**src/rtl/conv_window_engine_pkg.sv**
```systemverilog
// Shared constants, FSM state type and the shift-then-saturate helper
// used by the convolution window engine.
package conv_pkg;
  localparam int TAPS   = 9;
  localparam int GROUP  = 4;
  localparam int ACC_W  = 20;
  localparam int PIX_W  = 8;
  localparam int TAP_W  = 4;
  localparam int SLOT_W = 2;

  typedef enum logic {ACCUM, BURST} state_t;

  function automatic logic signed [PIX_W-1:0] sat8(input logic signed [ACC_W-1:0] acc,
                                                   input int shift);
    logic signed [ACC_W-1:0] s;
    s = acc >>> shift;
    if (s > ACC_W'(127))
      return 8'sh7f;
    else if (s < -ACC_W'(128))
      return 8'sh80;
    else
      return s[PIX_W-1:0];
  endfunction
endpackage

```
**src/rtl/conv_window_engine_if.sv**
```systemverilog
// Weight load, pixel stream and pooling-side result signals of the engine.
interface conv_window_engine_if;
  import conv_pkg::*;

  logic                    weight_wr;
  logic [3:0]              weight_addr;
  logic signed [PIX_W-1:0] weight_data;
  logic                    pix_valid;
  logic signed [PIX_W-1:0] pix_data;
  logic                    pix_ready;
  logic signed [PIX_W-1:0] conv_result;
  logic                    pool_en;
  logic                    busy;

  modport master (
    output weight_wr, weight_addr, weight_data, pix_valid, pix_data,
    input  pix_ready, conv_result, pool_en, busy
  );

  modport slave (
    input  weight_wr, weight_addr, weight_data, pix_valid, pix_data,
    output pix_ready, conv_result, pool_en, busy
  );
endinterface

```
**src/rtl/conv_window_engine_mac.sv**
```systemverilog
// Signed 8x8 multiply-accumulate over one window; result is the saturated
// final sum including the current product, valid on the last tap.
module conv_mac
  import conv_pkg::*;
#(
  parameter int SHIFT = 0
) (
  input  logic                    clk,
  input  logic                    rst,
  input  logic                    en,
  input  logic                    last,
  input  logic signed [PIX_W-1:0] pix,
  input  logic signed [PIX_W-1:0] wgt,
  output logic signed [PIX_W-1:0] result
);
  logic signed [ACC_W-1:0]   acc;
  logic signed [ACC_W-1:0]   sum;
  logic signed [2*PIX_W-1:0] prod;

  assign prod   = (2*PIX_W)'(pix) * (2*PIX_W)'(wgt);
  assign sum    = acc + ACC_W'(prod);
  assign result = sat8(sum, SHIFT);

  always_ff @(posedge clk or posedge rst) begin
    if (rst)
      acc <= '0;
    else if (en)
      acc <= last ? '0 : sum;
  end
endmodule

```
**src/rtl/conv_window_engine.sv**
```systemverilog
// 3x3 conv engine: accumulates 9 pixels per window, buffers 4 results, then
// bursts them on 4 cycles with pool_en on the last; pixels stall during the burst.
module conv_window_engine
  import conv_pkg::*;
#(
  parameter int SHIFT = 0
) (
  input logic                 clk,
  input logic                 rst,
  conv_window_engine_if.slave cw
);
  logic signed [PIX_W-1:0] weight  [TAPS];
  logic signed [PIX_W-1:0] res_buf [GROUP];
  logic [TAP_W-1:0]        tap_cnt;
  logic [SLOT_W-1:0]       slot_cnt;
  logic [SLOT_W-1:0]       b_cnt;
  logic [SLOT_W-1:0]       b_nxt;
  state_t                  state;
  state_t                  state_nxt;
  logic                    accept;
  logic                    last_tap;
  logic                    group_done;
  logic signed [PIX_W-1:0] mac_result;
  logic signed [PIX_W-1:0] result_q;
  logic                    pool_q;

  assign accept     = cw.pix_valid && (state == ACCUM);
  assign last_tap   = (tap_cnt == TAP_W'(TAPS-1));
  assign group_done = accept && last_tap && (slot_cnt == SLOT_W'(GROUP-1));

  conv_mac #(.SHIFT(SHIFT)) u_mac (
    .clk    (clk),
    .rst    (rst),
    .en     (accept),
    .last   (last_tap),
    .pix    (cw.pix_data),
    .wgt    (weight[tap_cnt]),
    .result (mac_result)
  );

  always_ff @(posedge clk or posedge rst) begin
    if (rst) begin
      state <= ACCUM;
      b_cnt <= '0;
    end else begin
      state <= state_nxt;
      b_cnt <= b_nxt;
    end
  end

  always_comb begin
    state_nxt = state;
    b_nxt     = b_cnt;
    case (state)
      ACCUM: begin
        b_nxt = '0;
        if (group_done)
          state_nxt = BURST;
      end
      BURST: begin
        b_nxt = b_cnt + SLOT_W'(1);
        if (b_cnt == SLOT_W'(GROUP-1))
          state_nxt = ACCUM;
      end
      default: state_nxt = ACCUM;
    endcase
  end

  // Outputs are registered from the next-state view so buf[b] appears in burst cycle b.
  always_ff @(posedge clk or posedge rst) begin
    if (rst) begin
      tap_cnt  <= '0;
      slot_cnt <= '0;
      result_q <= '0;
      pool_q   <= 1'b0;
      for (int i = 0; i < TAPS; i++)
        weight[i] <= '0;
      for (int i = 0; i < GROUP; i++)
        res_buf[i] <= '0;
    end else begin
      if (cw.weight_wr && (cw.weight_addr < TAP_W'(TAPS)))
        weight[cw.weight_addr] <= cw.weight_data;
      if (accept) begin
        tap_cnt <= last_tap ? '0 : tap_cnt + TAP_W'(1);
        if (last_tap) begin
          res_buf[slot_cnt] <= mac_result;
          slot_cnt          <= slot_cnt + SLOT_W'(1);
        end
      end
      result_q <= (state_nxt == BURST) ? res_buf[b_nxt] : '0;
      pool_q   <= (state_nxt == BURST) && (b_nxt == SLOT_W'(GROUP-1));
    end
  end

  assign cw.pix_ready   = (state == ACCUM);
  assign cw.busy        = (state == BURST) || (tap_cnt != '0);
  assign cw.conv_result = result_q;
  assign cw.pool_en     = pool_q;
endmodule

```
**src/flat_wrapper.sv**
```systemverilog
// flat-port wrapper written by rule: the top's interface ports become plain ports
module conv_window_engine_flat import conv_pkg::*;
#(
  parameter int SHIFT = 0
)
  (clk, rst, cw_weight_wr, cw_weight_addr, cw_weight_data, cw_pix_valid, cw_pix_data, cw_pix_ready, cw_conv_result, cw_pool_en, cw_busy);
  conv_window_engine_if cw_i ();
  input logic clk;
  input logic rst;
  input wire logic [$bits(cw_i.weight_wr)-1:0] cw_weight_wr;
  input wire logic [$bits(cw_i.weight_addr)-1:0] cw_weight_addr;
  input wire logic [$bits(cw_i.weight_data)-1:0] cw_weight_data;
  input wire logic [$bits(cw_i.pix_valid)-1:0] cw_pix_valid;
  input wire logic [$bits(cw_i.pix_data)-1:0] cw_pix_data;
  output wire logic [$bits(cw_i.pix_ready)-1:0] cw_pix_ready;
  output wire logic [$bits(cw_i.conv_result)-1:0] cw_conv_result;
  output wire logic [$bits(cw_i.pool_en)-1:0] cw_pool_en;
  output wire logic [$bits(cw_i.busy)-1:0] cw_busy;
  assign cw_i.weight_wr = cw_weight_wr;
  assign cw_i.weight_addr = cw_weight_addr;
  assign cw_i.weight_data = cw_weight_data;
  assign cw_i.pix_valid = cw_pix_valid;
  assign cw_i.pix_data = cw_pix_data;
  assign cw_pix_ready = cw_i.pix_ready;
  assign cw_conv_result = cw_i.conv_result;
  assign cw_pool_en = cw_i.pool_en;
  assign cw_busy = cw_i.busy;
  conv_window_engine #(.SHIFT(SHIFT)) u_core (.clk(clk), .rst(rst), .cw(cw_i));
endmodule
```
**config.mk**
```make
export PLATFORM = sky130hd
export DESIGN_NAME = conv_window_engine_flat
export DESIGN_NICKNAME = d
export VERILOG_FILES = /design/src/rtl/conv_window_engine_pkg.sv /design/src/rtl/conv_window_engine_if.sv /design/src/rtl/conv_window_engine_mac.sv /design/src/rtl/conv_window_engine.sv /design/src/flat_wrapper.sv
export SDC_FILE = /design/constraint.sdc
export NUM_CORES = 1
export LEC_CHECK = 0
export BUFFER_PORTS_ARGS = -buffer_cell sky130_fd_sc_hd__buf_2
export CORE_UTILIZATION = 40
export DETAILED_ROUTE_END_ITERATION = 12
export GPL_TIMING_DRIVEN = 0
export PLACE_DENSITY = 0.66
export SYNTH_ARGS = -nofsm -noshare
export SYNTH_HDL_FRONTEND = slang
export SYNTH_SLANG_ARGS = --single-unit
```
**constraint.sdc**
```tcl
create_clock -name clk -period 7.9 [get_ports clk]
set_clock_uncertainty 0.15 [all_clocks]
set_input_delay 0.395 -clock clk [delete_from_list [all_inputs] [get_ports clk]]
set_output_delay 0.395 -clock clk [all_outputs]
set_load 0.05 [all_outputs]
```
==> metrics.csv <==
metric,value,unit
clkLatencyLatePin,0.42,ns
cts_max_level,4,
hold_viol,0,
relSlewSlack,0.248,
setup.worst_path.end,u_core.res_buf[30],
syn_to_final_growth,14.9,%
syn_area,10500,um^2
cp-start-kind,register,
slowest_stage,fa_2,
maxCapViolCount,0,
dieArea,26900,um^2
ios,35,
path_class,reg -> reg,
ys_types,60,
synth.yosys.seq_area_share,0.339,
grt_pass1_wl,41100,um
rr_endpoint,u_core.res_buf[30],
die-width,164,um
async_flop_share,1.00,
synth_edf_count,0,
synthCells,979,
synthFlopType,dfrtp_1,
io_buffers,34,
arrival,7.77,ns
synth.top_cells.by_count,"dfrtp_1, inv_1, fa_1",
synth.most_common_cell,dfrtp_1,
tightest_slew,1.12,ns
grt_overflow,0,
max_freq,0.131,GHz
grt_usage,0.197,
numCtsBuffers,17,
worst_setup_path_end_kind,register,
grt_pass1_vias,7771,
antenna-diode-count,0,
status,finished clean,
synth_top_area_frac,0.339,
antenna_found_initial,1,
dp.final_hpwl,18100,um
period_needed,7.63,ns
wire_per_inst,17.6,um
finalCritPeriodShare,0.966,
clockBufferDepth,2,
grt_max_degree,101,
core,25500,um^2
synth_area_leaders,"dfrtp_1, fa_1, mux2_2, ha_1, inv_1",
root_buffer,clkbuf_16,
synth_fp_nets,1144,
cts.reportedPaths.clkPinSlew,0.06,ns
routed_via_density,5.46,
layout.nets,1216,
slew_violations,0,
final_util,0.473,
r2r_start,u_core.tap_cnt[0],
route.detailed.drc,0,
crit_required,8.04,ns
num_vias,7606,
yosysTopAreaCell,dfrtp_1,
cts_num_sinks,142,
synth_seq_cells,142,
rr_worst_depth,25,
critical_path.max_stage_delay,0.62,ns
hp-class,in -> reg,
place.gp.congestion,0.848,
crit_path_frequent_cell,inv_1,
ff2ff_setup_slack,0.27,ns
cts_tree,done,
ant_nets,0,
drive_gt1_frac,0.210,
worstSetupStartpoint,u_core.tap_cnt[0],
initial_core_util,0.412,
fp-row-count,58,
crit_fanout,10,
yosysWarnings,0,
setup_viol,0,
firstDrtPassIters,5,
first_iter_violations,583,
drt-total-wl,24600,um
avgSynthCellArea,10.7,um^2
die_y,164,um
cell usage in the layout (no fill, tap or decap), types with 15 or more instances in the layout:
| cell | synthesis | routed |
|---|---|---|
| dfrtp_1 | 142 | 139 |
| inv_1 | 106 | 104 |
| fa_1 | 88 | 86 |
| nand2_1 | 81 | 81 |
| mux2_2 | 73 | 73 |
| ha_1 | 53 | 53 |
| nand4_1 | 41 | 41 |
| nor2_1 | 43 | 39 |
| buf_2 | 3 | 39 |
| nand3_1 | 38 | 38 |
| and2_1 | 37 | 35 |
| clkbuf_1 | 33 | 25 |
| mux2i_1 | 21 | 21 |
| a211oi_1 | 20 | 20 |
| buf_4 | 0 | 18 |
| clkbuf_16 | 0 | 17 |
| o21ai_0 | 15 | 15 |
| xnor2_1 | 15 | 15 |
layout make-up:
type	instances	area, um^2
plain buffers	38	191
clock buffers	18	429
clock inverters	14	159
fillers	2322	13400
inverters	108	414
multi-input cells	689	6520
flip-flops and latches	142	3560
well taps	330	413
repair buffers	55	363
worst max-delay path, delay by kind of cell, from the launching register on:
kind                     cells  cell delay [ns]
flip-flops                   1             0.43
adder cells (fa/ha/maj)      6             2.85
AND/OR/NAND/NOR              7             1.98
AO/OA/AOI/OAI                4             0.70
multiplexers                 1             0.56
buffers and inverters        7             0.82
timing repair:
action / CTS / global route
setup endpoints to repair: 38 / 33
endpoints found under the hold margin: 42 / 0
buffers inserted: 7 / 11
resized for setup: 34 / 24
hold buffers: 1 / 0
pin swaps: 4 / 5
layer usage:
metal | global-route usage | wire length, um | up-vias
met2 | 0.321 | 11700 | 176
met1 | 0.272 | 11400 | 3881
met4 | 0.0442 | 379 | 0
li1 | - | - | 3528
met5 | 0 | 0 | -
met3 | 0.0361 | 1060 | 21
kinds of logic (layout without fill, tap and decap cells):
logic type / count (synthesis) / count (layout) / share of synthesized area
AO/OA/AOI/OAI: 120 / 120 / 0.0874
XOR/XNOR: 22 / 22 / 0.0191
adder cells (fa/ha/maj): 141 / 141 / 0.231
buffers and inverters: 148 / 233 / 0.0542
flip-flops: 142 / 142 / 0.339
multiplexers: 104 / 104 / 0.120
AND/OR/NAND/NOR: 302 / 302 / 0.150
registers in the layout, indices dropped and copies added (netlist names):
name and cells:
u_core.res_buf 32, u_core.tap_cnt 4, u_core.state 1, u_core.slot_cnt 2, u_core.weight 72, u_core.cw.conv_result 8, u_core.u_mac.acc 20, u_core.b_cnt 2
u_core.cw.pool_en 1
worst min path at each step:
stage	from	to	slack (ns)	cells past startpoint
after CTS	cw_weight_data[3]	u_core.weight[19]	0.17	2
after detailed placement	rst	u_core.res_buf[24]	0.29	2
after global routing	cw_weight_data[4]	u_core.weight[20]	0.17	2
after floorplan	u_core.res_buf[0]	u_core.res_buf[0]	0.29	2
final	cw_weight_data[4]	u_core.weight[20]	0.17	2
after global placement	u_core.res_buf[7]	u_core.res_buf[7]	0.32	2
metrics by stage:
step                      setup TNS (ns)  cell area, um^2  instances  hold WS (ns)  setup WS [ns]
final                                  0            12000       1394         0.175          0.268
after floorplan                        0            10500        979         0.291         0.0930
after CTS                              0            11900       1383         0.173         0.0288
after global routing             -0.0700            12000       1394         0.172        -0.0157
after detailed placement          -47.15            11100       1345         0.289          -1.45
after global placement            -43.93            11100       1343         0.317          -1.35
Power is not shown: default switching activity piles up to over one toggle a cycle in this logic, so the estimate is an artifact.
